## src/rtl/gpio_host.sv

```systemverilog
// gpio_host: accepts an operand pair, starts the engine, waits a bounded time
// for its result and holds that result until the consumer takes it.
module gpio_host #(
  parameter int unsigned TIMEOUT     = 255,
  parameter int unsigned ENG_LAT_MIN = 1
) (
  input  logic        clk,
  input  logic        n_reset,
  input  logic        req_valid,
  output logic        req_ready,
  input  logic [23:0] req_a1,
  input  logic [23:0] req_a2,
  output logic [23:0] A1,
  output logic [23:0] A2,
  output logic        eng_start,
  input  logic        ready,
  input  logic        valid,
  input  logic [31:0] W,
  input  logic [23:0] L,
  input  logic [1:0]  B,
  output logic        res_valid,
  input  logic        res_ready,
  output logic [31:0] res_w,
  output logic [23:0] res_l,
  output logic [1:0]  res_b,
  output logic        res_timeout,
  output logic        busy,
  output logic [15:0] done_cnt
);

  localparam logic [15:0] LAT_MIN_C = 16'(ENG_LAT_MIN);
  localparam logic [15:0] TO_LAST_C = 16'(TIMEOUT - 1);

  typedef enum logic [2:0] {
    S_IDLE  = 3'd0,
    S_LOAD  = 3'd1,
    S_START = 3'd2,
    S_WAIT  = 3'd3,
    S_DONE  = 3'd4
  } state_t;

  state_t      r_state;
  state_t      w_state_nxt;
  logic [15:0] r_cnt;
  logic        w_take;
  logic        w_expire;

  // Next-state decode; a valid result beats a timeout in the same cycle
  always_comb begin
    w_state_nxt = r_state;
    w_take      = 1'b0;
    w_expire    = 1'b0;
    case (r_state)
      S_IDLE: begin
        if (req_valid) w_state_nxt = S_LOAD;
        else           w_state_nxt = S_IDLE;
      end
      S_LOAD: begin
        if (ready) w_state_nxt = S_START;
        else       w_state_nxt = S_LOAD;
      end
      S_START: w_state_nxt = S_WAIT;
      S_WAIT: begin
        if (valid && (r_cnt >= LAT_MIN_C)) begin
          w_take      = 1'b1;
          w_state_nxt = S_DONE;
        end else if (r_cnt >= TO_LAST_C) begin
          w_expire    = 1'b1;
          w_state_nxt = S_DONE;
        end else begin
          w_state_nxt = S_WAIT;
        end
      end
      S_DONE: begin
        if (res_ready) w_state_nxt = S_IDLE;
        else           w_state_nxt = S_DONE;
      end
      default: w_state_nxt = S_IDLE;
    endcase
  end

  // State register
  always_ff @(posedge clk or negedge n_reset) begin
    if (!n_reset) r_state <= S_IDLE;
    else          r_state <= w_state_nxt;
  end

  // Wait counter: counts cycles since the start pulse (0 during the pulse)
  always_ff @(posedge clk or negedge n_reset) begin
    if (!n_reset)                                   r_cnt <= 16'd0;
    else if ((r_state == S_LOAD) && ready)          r_cnt <= 16'd0;
    else if ((r_state == S_START) || (r_state == S_WAIT)) r_cnt <= r_cnt + 16'd1;
    else                                            r_cnt <= r_cnt;
  end

  // Handshake/status outputs registered from the next state
  always_ff @(posedge clk or negedge n_reset) begin
    if (!n_reset) begin
      req_ready <= 1'b1;
      busy      <= 1'b0;
      eng_start <= 1'b0;
      res_valid <= 1'b0;
    end else begin
      req_ready <= (w_state_nxt == S_IDLE);
      busy      <= (w_state_nxt != S_IDLE);
      eng_start <= (w_state_nxt == S_START);
      res_valid <= (w_state_nxt == S_DONE);
    end
  end

  // Operand capture; held until the next accepted request
  always_ff @(posedge clk or negedge n_reset) begin
    if (!n_reset) begin
      A1 <= 24'd0;
      A2 <= 24'd0;
    end else if ((r_state == S_IDLE) && req_valid) begin
      A1 <= req_a1;
      A2 <= req_a2;
    end else begin
      A1 <= A1;
      A2 <= A2;
    end
  end

  // Result capture: engine fields or the timeout marker
  always_ff @(posedge clk or negedge n_reset) begin
    if (!n_reset) begin
      res_w       <= 32'd0;
      res_l       <= 24'd0;
      res_b       <= 2'b00;
      res_timeout <= 1'b0;
    end else if (w_take) begin
      res_w       <= W;
      res_l       <= L;
      res_b       <= B;
      res_timeout <= 1'b0;
    end else if (w_expire) begin
      res_w       <= 32'd0;
      res_l       <= 24'd0;
      res_b       <= 2'b11;
      res_timeout <= 1'b1;
    end else begin
      res_w       <= res_w;
      res_l       <= res_l;
      res_b       <= res_b;
      res_timeout <= res_timeout;
    end
  end

  // Delivered-result counter, wraps naturally at 16 bits
  always_ff @(posedge clk or negedge n_reset) begin
    if (!n_reset)                           done_cnt <= 16'd0;
    else if ((r_state == S_DONE) && res_ready) done_cnt <= done_cnt + 16'd1;
    else                                    done_cnt <= done_cnt;
  end

endmodule

```

## config.mk

```make
export PLATFORM = sky130hd
export DESIGN_NAME = gpio_host
export DESIGN_NICKNAME = d
export VERILOG_FILES = /design/src/rtl/gpio_host.sv
export SDC_FILE = /design/constraint.sdc
export NUM_CORES = 1
export LEC_CHECK = 0
export CORE_ASPECT_RATIO = 1.5
export CORE_MARGIN = 1.5
export CORE_UTILIZATION = 46
export DETAILED_ROUTE_END_ITERATION = 10
export GPL_TIMING_DRIVEN = 0
export PLACE_DENSITY = 0.94
export SLEW_MARGIN = 20
export SYNTH_ARGS = -nofsm -noshare
export SYNTH_HDL_FRONTEND = slang
export SYNTH_SLANG_ARGS = --single-unit
```

## constraint.sdc

```tcl
create_clock -name clk -period 5.85 [get_ports clk]
set_input_delay 0.8775 -clock clk [delete_from_list [all_inputs] [get_ports clk]]
set_output_delay 0.8775 -clock clk [all_outputs]
set_load 0.01 [all_outputs]
```

==> results by group <==
Outcome
  – Status: completed

Clock network
  – TritonCTS Buffers: 17
  – Hold buffer count at cts: 0
  – Clock slew at reported path FFs: 0.07 ns
  – Longest Clk Path Bufs: 2
  – Clk sinks: 146
  – CTS HTree Levels: 4
  – Worst-skew pair later-pin latency: 0.41 ns
  – CTS tree: built
  – Root Buffer: clkbuf_16
  – Setup Buffers After CTS: 0
  – Post-cts resize count: 0

Logic synthesis
  – Seq/Total Area, Yosys: 62.7%
  – Number of synthesized flops with an enable pin: 0
  – Netlist cell types: 47
  – Syn Std Cell Area: 5830 um^2
  – Top post-synthesis cells by area: dfrtp_1 (62%), a22o_1 (8.4%), mux2_2 (8.3%)
  – Post-Syn Instances: 425
  – Mapped Avg Cell Area: 13.7 um^2
  – Asr flop ratio synth: 100%
  – Top cells by count, synth: dfrtp_1 (145), a22o_1 (56), mux2_2 (43)
  – Yosys top cell by area: dfrtp_1
  – Synth Net Count: 542
  – Seq cells post-synth: 146
  – Top_reg_cell synth: dfrtp_1
  – Syn. warnings: 0
  – Yosys top cell area share: 62.3%
  – Most frequent cell after synthesis: dfrtp_1

Timing
  – Post-route setup slack: 3.11 ns
  – Tcrit/Tclk final: 46.9%
  – Final number of max-transition violations: 0
  – Relative slew margins: 55.0%
  – Maximum clock frequency: 365 MHz
  – Slew @ Worst Pin: 0.665 ns
  – Clock Skews: 0.0117 ns
  – Final hold violation count: 0
  – Final setup fails: 0
  – Final setup TNS: 0 ns
  – RSZ-0062 raised after global routing: no
  – Min cycle time layout: 2.74 ns

Layout
  – Non-Filler Instances: 852
  – Share of post-route cells with drive strength above 1: 13.6%
  – Fin util: 72.5%
  – Fin area: 9020 um^2
  – P&R area growth vs syn: 54.8%
  – N_diodes: 0
  – Fin nets: 800

Place
  – PortBufs: 238
  – Gpl congestion: 0.860
  – DP Cell Count: 820
  – HPWL after detailed placement: 12.0 mm
  – Placement Setup Slack: 2.69 ns
  – Placed cell areas: 8440 um^2

Floorplanning
  – Row count: 50
  – Core footprint: 12400 um^2
  – Initial Utilization: 46.8%
  – Die ar.: 13400 um^2
  – Die width: 94.9 um
  – I/O pins: 239
  – Chip height: 141 um

Route
  – Initial DRT Pass Iterations: 6
  – Vias after detailed routing: 4580
  – Via density: 5.38
  – Wirelength per Cell: 19.3 um
  – # DRC: 0
  – Routed wire length: 16.4 mm
  – Antenna viol nets, final: 0
  – Initial DRC count: 143

Global routing
  – First-pass GRT wire length: 25.0 mm
  – Total gr overflow: 0
  – Initial antenna violation count: 0
  – Largest net degree at the start of global routing: 75
  – Number of global-route vias before repair: 4789
  – GRT Total Usage: 24.9%

Worst hold path
  – Min-delay worst type: input pin to asynchronous set/reset pin

Setup path
  – Crit path DAT: 3.03 ns
  – Flop2flop setup slack: 3.51 ns
  – Required @ worst endpoint: 6.13 ns
  – Reg-to-reg startpoint: r_state[1]
  – CP endpoint kind: flip-flop
  – Critical path peak fanout: 10
  – R2R depth: 4
  – CP Class: input pin to flip-flop
  – R2r endpoint: A1[18]
  – Critical path startpoint category: input pin

Job
  – Max-cap check violation count: 0

Pwr
  – Power Dens Cells: 508 nW/um^2
  – VDD IR-drop max: 0.234 mV
  – Static Leakage: 3.90 nW
worst max-delay path, stage by stage:
cell and delay (ns):
clkdlybuf4s50_1 0.48, nor4b_1 0.56, buf_2 0.37, buf_2 0.34, mux2_2 0.39
metrics by stage:
step | total power [mW] | hold slack [ns]
after floorplan | 2.45 | 0.507
after global routing | 4.81 | 0.461
after CTS | 4.62 | 0.440
after global placement | 3.41 | 0.465
after detailed placement | 3.52 | 0.475
final | 4.59 | 0.418
metal layers:
metal  up-vias  track usage, %  routed length (um)
met1      2251            26.4                6010
met5         -               0                   0
li1       2080               -                   -
met2       201            43.3                8680
met3        48            6.69                 998
met4         0            14.5                 739
placed cells by master (no fill, tap or decap), types with 7 or more instances in the layout:
cell | synthesis | layout
clkdlybuf4s50_1 | 0 | 237
nor2_1 | 13 | 13
xnor2_1 | 12 | 12
a22o_1 | 56 | 56
dfrtp_1 | 145 | 145
buf_2 | 8 | 8
clkbuf_16 | 0 | 17
inv_1 | 13 | 13
mux2_2 | 43 | 43
buf_6 | 7 | 7
nand3_1 | 14 | 14
xor2_1 | 9 | 9
clkbuf_1 | 7 | 9
nand2_1 | 21 | 21
power by group:
group | internal [mW] | switching, mW | leakage, nW | total (mW)
registers | 1.41 | 0.254 | 1.82 | 1.66
clock network | 0.637 | 0.439 | 0.280 | 1.08
logic | 1.11 | 0.744 | 1.80 | 1.85
total | 3.15 | 1.44 | 3.90 | 4.59
kinds of logic after synthesis:
logic type / after synthesis / share of synthesized area, %
xor gates and xnor gates: 21 / 3.16
adders and majority gates: 5 / 1.07
AOI/OAI and AO/OA: 83 / 12.1
buffers and inverters: 35 / 3.33
muxes: 50 / 9.64
DFF: 146 / 62.7
and+or+nand+nor: 85 / 8.01
area by class of cell:
cell class / count / area [um^2]
Inverter: 13 / 48.8
Buffer: 22 / 145
Fill cell: 786 / 3430
Timing Repair Buffer: 239 / 2410
Clock buffer: 19 / 433
Tap cell: 156 / 195
Sequential cell: 146 / 3650
Multi-Input combinational cell: 244 / 1980
Clock inverter: 13 / 153
sequential cells by signal, indices dropped and copies added (netlist names):
register     count
eng_start        1
res_timeout      1
A1              24
A2              24
res_b            2
r_cnt           16
done_cnt        16
res_l           24
res_valid        1
req_ready        1
r_state          3
busy             1
res_w           32
how the worst max path moves through the flow:
stage	from	endpoint	slack, ns	depth (start not counted)
global placement	n_reset	A1[0]	-1.42	1
finish	req_valid	A1[18]	3.11	5
floorplan	req_valid	A1[11]	3.72	4
global route	req_valid	A1[17]	3.05	5
CTS	req_valid	A1[17]	3.11	5
detailed placement	req_valid	A1[18]	2.69	5
No activity file was read; power rests on OpenSTA's default activity.
